===== src/rtl/chip8_scanout_if.sv =====
// chip8_scanout_if: VRAM read channel between the scanout block and the
// shared memory arbiter.
//
// Handshake: the requester raises mem_valid_out for one cycle, and only in a
// cycle where mem_ready_in is high. mem_addr_out is valid during that cycle.
// At most one request is outstanding. The arbiter answers later with a
// one-cycle mem_valid_in pulse carrying mem_data_in. mem_type_out selects
// VRAM (1).
interface chip8_scanout_if;
    logic [15:0] mem_addr_out;
    logic        mem_valid_out;
    logic        mem_type_out;
    logic        mem_ready_in;
    logic        mem_valid_in;
    logic [7:0]  mem_data_in;

    modport master (
        output mem_addr_out, mem_valid_out, mem_type_out,
        input  mem_ready_in, mem_valid_in, mem_data_in
    );

    modport slave (
        input  mem_addr_out, mem_valid_out, mem_type_out,
        output mem_ready_in, mem_valid_in, mem_data_in
    );
endinterface


===== src/rtl/chip8_scanout.sv =====
// chip8_scanout: fetches one 64-pixel chip-8 row from VRAM per scaled source
// row into a back line buffer, swaps it into the front buffer at the start of
// the first screen line of that row, and emits a scaled, offset RGB stream.
// Optional macro CHIP8_SCANOUT_BORDER_EN draws a grey 1-pixel frame around
// the window.
module chip8_scanout #(
    parameter int          SCALE_LOG2 = 4,
    parameter int          X_OFFSET   = 128,
    parameter int          Y_OFFSET   = 104,
    parameter int          H_ACTIVE   = 1280,
    parameter logic [23:0] FG_COLOR   = 24'hFFFFFF,
    parameter logic [23:0] BG_COLOR   = 24'h000000
) (
    input  logic                  clk_in,
    input  logic                  rst_in,
    input  logic [10:0]           hcount_in,
    input  logic [9:0]            vcount_in,
    input  logic                  new_frame_in,
    input  logic                  ad_in,
    chip8_scanout_if.master       mem,
    output logic [23:0]           pixel_out,
    output logic                  in_window_out,
    output logic                  underrun_out,
    output logic [1:0]            state_dbg_out
);

    typedef enum logic [1:0] {IDLE = 2'd0, REQ = 2'd1, WAIT = 2'd2, DONE = 2'd3} state_t;

    localparam int          WIN_W      = 64 << SCALE_LOG2;
    localparam int          WIN_H      = 32 << SCALE_LOG2;
    localparam logic [10:0] X_LO       = 11'(X_OFFSET);
    localparam logic [10:0] X_HI       = 11'(X_OFFSET + WIN_W);
    localparam logic [10:0] Y_LO       = 11'(Y_OFFSET);
    localparam logic [10:0] Y_HI       = 11'(Y_OFFSET + WIN_H);
    localparam logic [10:0] PHASE_MASK = 11'((1 << SCALE_LOG2) - 1);
    localparam logic [10:0] H_END      = 11'(H_ACTIVE);

    state_t      state_q, state_d;
    logic [2:0]  byte_q, byte_d;
    logic [4:0]  row_q, row_d;
    logic [63:0] back_q, back_d;
    logic [63:0] front_q, front_d;
    logic        disp_q, disp_d;
    logic        underrun_q, underrun_d;
    logic [23:0] pixel_q, pixel_d;
    logic        in_window_q, in_window_d;
    logic        req;

    // Position decode shared by the fetch FSM and the pixel path; all
    // subtractions are 11 bits and only used after the bounds checks pass.
    logic [10:0] vcount_ext, nv, nv_rel, v_rel, h_rel;
    logic        nv_in_win, v_in_win, h_in_win, trigger, swap_pt;
    logic [4:0]  row_next;
    logic [5:0]  col;

    assign vcount_ext = {1'b0, vcount_in};
    assign nv         = vcount_ext + 11'd1;
    assign nv_rel     = nv - Y_LO;
    assign v_rel      = vcount_ext - Y_LO;
    assign h_rel      = hcount_in - X_LO;
    assign nv_in_win  = (nv >= Y_LO) && (nv < Y_HI);
    assign v_in_win   = (vcount_ext >= Y_LO) && (vcount_ext < Y_HI);
    assign h_in_win   = (hcount_in >= X_LO) && (hcount_in < X_HI);
    assign trigger    = (hcount_in == H_END) && nv_in_win && ((nv_rel & PHASE_MASK) == 11'd0);
    assign swap_pt    = (hcount_in == 11'd0) && v_in_win && ((v_rel & PHASE_MASK) == 11'd0);
    assign row_next   = 5'(nv_rel >> SCALE_LOG2);
    assign col        = 6'(h_rel >> SCALE_LOG2);

    // Fetch FSM next state, buffer select latch and line-buffer swap/abort.
    always_comb begin
        state_d    = state_q;
        byte_d     = byte_q;
        row_d      = row_q;
        back_d     = back_q;
        front_d    = front_q;
        disp_d     = disp_q;
        underrun_d = 1'b0;
        req        = 1'b0;

        if (new_frame_in) begin
            disp_d = ~ad_in;
        end

        case (state_q)
            IDLE: begin
                if (trigger) begin
                    row_d   = row_next;
                    byte_d  = 3'd0;
                    state_d = REQ;
                end
            end
            REQ: begin
                if (mem.mem_ready_in) begin
                    req     = 1'b1;
                    state_d = WAIT;
                end
            end
            WAIT: begin
                if (mem.mem_valid_in) begin
                    // Byte 0 lands in bits 63:56 so bit 63 is the leftmost pixel.
                    back_d[{~byte_q, 3'b000} +: 8] = mem.mem_data_in;
                    if (byte_q == 3'd7) begin
                        state_d = DONE;
                    end else begin
                        byte_d  = byte_q + 3'd1;
                        state_d = REQ;
                    end
                end
            end
            DONE: begin
                state_d = DONE;
            end
            default: begin
                state_d = IDLE;
            end
        endcase

        // A row that is not complete by its first display line is dropped
        // and shown blank; any response still in flight is ignored in IDLE.
        if (swap_pt) begin
            if (state_q == DONE) begin
                front_d = back_q;
            end else begin
                front_d    = 64'd0;
                underrun_d = 1'b1;
                req        = 1'b0;
            end
            state_d = IDLE;
        end
    end

    // Pixel colour and window flag for the current position.
    always_comb begin
        in_window_d = h_in_win && v_in_win;
        pixel_d     = BG_COLOR;
        if (in_window_d) begin
            if (front_q[~col]) begin
                pixel_d = FG_COLOR;
            end
`ifdef CHIP8_SCANOUT_BORDER_EN
        end else if ((hcount_in >= X_LO - 11'd1) && (hcount_in <= X_HI) &&
                     (vcount_ext >= Y_LO - 11'd1) && (vcount_ext <= Y_HI)) begin
            pixel_d = 24'h808080;
`endif
        end
    end

    // State, line buffers and registered outputs.
    always_ff @(posedge clk_in or negedge rst_in) begin
        if (!rst_in) begin
            state_q     <= IDLE;
            byte_q      <= 3'd0;
            row_q       <= 5'd0;
            back_q      <= 64'd0;
            front_q     <= 64'd0;
            disp_q      <= 1'b0;
            underrun_q  <= 1'b0;
            pixel_q     <= 24'd0;
            in_window_q <= 1'b0;
        end else begin
            state_q     <= state_d;
            byte_q      <= byte_d;
            row_q       <= row_d;
            back_q      <= back_d;
            front_q     <= front_d;
            disp_q      <= disp_d;
            underrun_q  <= underrun_d;
            pixel_q     <= pixel_d;
            in_window_q <= in_window_d;
        end
    end

    assign mem.mem_addr_out  = {7'b0, disp_q, row_q, byte_q};
    assign mem.mem_valid_out = req;
    assign mem.mem_type_out  = 1'b1;
    assign pixel_out         = pixel_q;
    assign in_window_out     = in_window_q;
    assign underrun_out      = underrun_q;
    assign state_dbg_out     = state_q;

endmodule


===== src/flat_wrapper.sv =====
// flat-port wrapper written by rule: the top's interface ports become plain ports
module chip8_scanout_flat 
#(
    parameter int          SCALE_LOG2 = 4,
    parameter int          X_OFFSET   = 128,
    parameter int          Y_OFFSET   = 104,
    parameter int          H_ACTIVE   = 1280,
    parameter logic [23:0] FG_COLOR   = 24'hFFFFFF,
    parameter logic [23:0] BG_COLOR   = 24'h000000
)
  (clk_in, rst_in, hcount_in, vcount_in, new_frame_in, ad_in, pixel_out, in_window_out, underrun_out, state_dbg_out, mem_mem_addr_out, mem_mem_valid_out, mem_mem_type_out, mem_mem_ready_in, mem_mem_valid_in, mem_mem_data_in);
  chip8_scanout_if mem_i ();
  input  logic clk_in;
  input  logic rst_in;
  input  logic [10:0] hcount_in;
  input  logic [9:0] vcount_in;
  input  logic new_frame_in;
  input  logic ad_in;
  output logic [23:0] pixel_out;
  output logic in_window_out;
  output logic underrun_out;
  output logic [1:0] state_dbg_out;
  output wire logic [$bits(mem_i.mem_addr_out)-1:0] mem_mem_addr_out;
  output wire logic [$bits(mem_i.mem_valid_out)-1:0] mem_mem_valid_out;
  output wire logic [$bits(mem_i.mem_type_out)-1:0] mem_mem_type_out;
  input wire logic [$bits(mem_i.mem_ready_in)-1:0] mem_mem_ready_in;
  input wire logic [$bits(mem_i.mem_valid_in)-1:0] mem_mem_valid_in;
  input wire logic [$bits(mem_i.mem_data_in)-1:0] mem_mem_data_in;
  assign mem_mem_addr_out = mem_i.mem_addr_out;
  assign mem_mem_valid_out = mem_i.mem_valid_out;
  assign mem_mem_type_out = mem_i.mem_type_out;
  assign mem_i.mem_ready_in = mem_mem_ready_in;
  assign mem_i.mem_valid_in = mem_mem_valid_in;
  assign mem_i.mem_data_in = mem_mem_data_in;
  chip8_scanout #(.SCALE_LOG2(SCALE_LOG2), .X_OFFSET(X_OFFSET), .Y_OFFSET(Y_OFFSET), .H_ACTIVE(H_ACTIVE), .FG_COLOR(FG_COLOR), .BG_COLOR(BG_COLOR)) u_core (.clk_in(clk_in), .rst_in(rst_in), .hcount_in(hcount_in), .vcount_in(vcount_in), .new_frame_in(new_frame_in), .ad_in(ad_in), .mem(mem_i), .pixel_out(pixel_out), .in_window_out(in_window_out), .underrun_out(underrun_out), .state_dbg_out(state_dbg_out));
endmodule

===== config.mk =====
export PLATFORM = sky130hd
export DESIGN_NAME = chip8_scanout_flat
export DESIGN_NICKNAME = d
export VERILOG_FILES = /design/src/rtl/chip8_scanout_if.sv /design/src/rtl/chip8_scanout.sv /design/src/flat_wrapper.sv
export SDC_FILE = /design/constraint.sdc
export NUM_CORES = 1
export LEC_CHECK = 0
export CAP_MARGIN = 20
export CORE_MARGIN = 5
export CORE_UTILIZATION = 60
export CTS_BUF_LIST = sky130_fd_sc_hd__clkbuf_4 sky130_fd_sc_hd__clkbuf_8
export DETAILED_ROUTE_END_ITERATION = 8
export DONT_BUFFER_PORTS = 1
export GPL_TIMING_DRIVEN = 1
export HOLD_SLACK_MARGIN = 0.15
export PLACE_DENSITY = 0.77
export SYNTH_ARGS = -nofsm -noshare
export SYNTH_HDL_FRONTEND = slang
export SYNTH_SLANG_ARGS = --single-unit

===== constraint.sdc =====
create_clock -name clk_in -period 2.8 [get_ports clk_in]
set_input_delay 0.42 -clock clk_in [delete_from_list [all_inputs] [get_ports clk_in]]
set_output_delay 0.42 -clock clk_in [all_outputs]
set_load 0.05 [all_outputs]

==> impl_metrics.env <==
export IMPL_outcome="finished, violations left"
export IMPL_violations="negative hold slack"
export IMPL_clock_sinks=142
export IMPL_ys_top_cells_by_area="dfrtp_1, mux2_2, nand2_1"
export IMPL_drv_cap=0
export IMPL_ys_async_sr_fraction_pct=100
export IMPL_cts_buffers=17
export IMPL_final_common_cell="nand2_1"
export IMPL_r2r_end="u_core.back_q[35]$_DFFE_PN0P_"
export IMPL_max_freq_mhz=406
export IMPL_ys_warn_count=0
export IMPL_hp_class="in2async"
export IMPL_cp_endpoint="u_core.back_q[35]$_DFFE_PN0P_"
export IMPL_cts_htree_levels=4
export IMPL_path_cells="ha_1 -> ha_1 -> nor3b_2 -> and2_1 -> nand4_1 -> mux2_2"
export IMPL_cts_tree="yes"
export IMPL_postCtsSetupRepairBufs=0
export IMPL_rsz0062_at_grt="no"
export IMPL_die_area_mm2=0.0136
export IMPL_dieWidth_um=117
export IMPL_netlist_area_leader_share_pct=52.0
export IMPL_drtIter0Drc=383
export IMPL_routed_wl_met3_um=930
export IMPL_syn_inst=660
export IMPL_synth_seq_cells=142
export IMPL_min_period_over_period_pct=87.9
export IMPL_cts_path_max_buffers=2
export IMPL_synth_top_area_cell="dfrtp_1"
export IMPL_fp_coreArea_mm2=0.0113
export IMPL_crit_slowest_cell="nand4_1"
export IMPL_arrival_ps=2790
export IMPL_ys_types=55
export IMPL_wire_per_inst_um=18.1
export IMPL_synth_cell_area_mm2=0.00683
export IMPL_worst_pin_slew_ps=729
export IMPL_synth_area_per_cell_um2=10.4
export IMPL_synth_edf_count=0
export IMPL_dpl_hpwl_um=9140
export IMPL_critical_path_class="reg2reg"
export IMPL_r2r_start="u_core.byte_q[0]$_DFFE_PN0P_"
export IMPL_routed_wl_um=14400
export IMPL_drv_slew=0
export IMPL_critical_path_peak_fanout=11
export IMPL_insertion_delay_ps=440
export IMPL_slew_headroom_pct=51.1
export IMPL_synthFlopType="dfrtp_1"
export IMPL_rows=39
export IMPL_grt_start_max_net_pins=143
export IMPL_start_kind="register"
export IMPL_p_leak_uw=0.00330
export IMPL_dieHeight_um=117
export IMPL_critPathRequiredTime_ps=3130
export IMPL_power_density_mw_per_mm2=515
export IMPL_cts_root_buf="clkbuf_8"
export IMPL_hold_viol=142
export IMPL_via_per_inst=5.80
export IMPL_dr_pass1_iters=5
export IMPL_route_layer_met1_wl_um=6010
export IMPL_setup_viol=0
export IMPL_cts_resized=0
export IMPL_r2r_cells=6
export IMPL_antenna_left=0
export IMPL_drc=0
export IMPL_vias=4619
export IMPL_worst_path_most_repeated_cell="ha_1"
export IMPL_port_buffers=0
export IMPL_place_congestion=0.906
export IMPL_final_cell_mix="nand2_1, dfrtp_1, o21ai_0, mux2_2, clkbuf_8"
export IMPL_grt_pass1_vias=4607
export IMPL_vdd_ir_drop_max_v=0.000398
export IMPL_dr_wl_met2_um=7230
export IMPL_highest_layer="met4"
export IMPL_cp_end_kind="register"
export IMPL_skew_ps=6.62
export IMPL_areaGrowthSynthToFinish_pct=6.08
export IMPL_startpoint="u_core.byte_q[0]$_DFFE_PN0P_"
export IMPL_hold_buffers=12
export IMPL_grt_pass1_wl_um=23600
export IMPL_timing_final_crit_period_ps=2460
export IMPL_boundaryPins=81
export IMPL_final_net_count=679
export IMPL_grt_total_usage_pct=23.1
export IMPL_ys_seq_area_share_pct=52.0
export IMPL_clk_pin_slew_ps=70
export IMPL_start_util_pct=60.6
export IMPL_final_setup_tns_ps=0
export IMPL_cp_slowest_stage_delay_ps=470
export IMPL_antenna_found_initial=2
export IMPL_regToRegSetupSlack_ps=340
export IMPL_drive_above_1_share_pct=19.0
export IMPL_nFillCells=891
export IMPL_whs_ps=-331
export IMPL_grt_ovfl_total=0
## cell usage after synthesis (all sizes together) (5+ instances only)
| cell type | number |
|---|---|
| buf | 50 |
| clkbuf | 22 |
| dfrtp | 142 |
| ha | 6 |
| inv | 9 |
| mux2 | 56 |
| mux4 | 13 |
| nand2 | 168 |
| nand2b | 8 |
| nand3 | 11 |
| nor2 | 10 |
| nor2b | 9 |
| nor3b | 5 |
| o21ai | 86 |
| xnor2 | 5 |
## per-layer routing
layer	global-route usage (%)	up-vias
li1	-	2174
met1	30.0	2303
met2	37.7	122
met3	5.39	20
met4	9.48	0
met5	0	-
## flip-flops by register name (all words and copies together) (netlist names)
signal and cells:
u_core.in_window_out 1, u_core.back_q 64, u_core.pixel_out 1, u_core.byte_q 3
u_core.disp_q 1, u_core.front_q 64, u_core.row_q 5, u_core.state_dbg_out 2
u_core.underrun_out 1
## critical path: cells and delay by family (launching register included)
kind                       cells  cell delay, ps
adders and majority gates      2             410
DFF                            1             390
muxes                          1             450
and+or+nand+nor                3            1100
## cell type report
cell class              count  area [um2]  share of cell area, %
repair buffers             25         275                   3.80
multi-input cells         443        2850                   39.4
well taps                 143         179                   2.47
inverters                   9        33.8                  0.466
diodes                      2        5.00                 0.0690
flip-flops and latches    142        3560                   49.1
clock buffers              24         305                   4.21
clock inverters             8        40.0                  0.552
## kinds of logic (layout without fill, tap and decap cells)
family                   Yosys count  in the layout  share of synthesized area [%]
AO/OA/AOI/OAI                    114            114                           9.83
flip-flops                       142            142                           52.0
other                              2             10                          0.110
AND/OR/NAND/NOR                  234            234                           15.2
adder cells (fa/ha/maj)            6              6                           1.10
buffers and inverters             81             66                           6.66
multiplexers                      73             73                           14.1
XOR/XNOR                           8              8                           1.03
## power by group
| part | internal (uW) | switching [uW] |
|---|---|---|
| registers | 2050 | 13.2 |
| logic | 63.3 | 171 |
| clock network | 709 | 721 |
## through the flow
stage	std cells	power, uW	setup WS (ps)	util, %	instance area (um2)
3_3_place_gp	750	2300	244	60.1	6780
6_report	796	3730	339	64.3	7250
5_1_grt	796	3870	103	64.3	7250
3_5_place_dp	750	2310	158	60.1	6780
4_1_cts	794	3770	316	64.3	7240
2_1_floorplan	666	2350	241	-	6860
## worst min-delay path by stage
| stage | startpoint | end | cells past startpoint |
|---|---|---|---|
| floorplan | rst_in | u_core.back_q[0]$_DFFE_PN0P_ | 0 |
| global placement | rst_in | u_core.back_q[41]$_DFFE_PN0P_ | 0 |
| detailed placement | rst_in | u_core.back_q[41]$_DFFE_PN0P_ | 0 |
| CTS | rst_in | u_core.back_q[16]$_DFFE_PN0P_ | 0 |
| global route | rst_in | u_core.front_q[16]$_DFFE_PN0N_ | 0 |
| finish | rst_in | u_core.back_q[43]$_DFFE_PN0P_ | 0 |
Note: power is estimated with default switching activity, not from simulation.
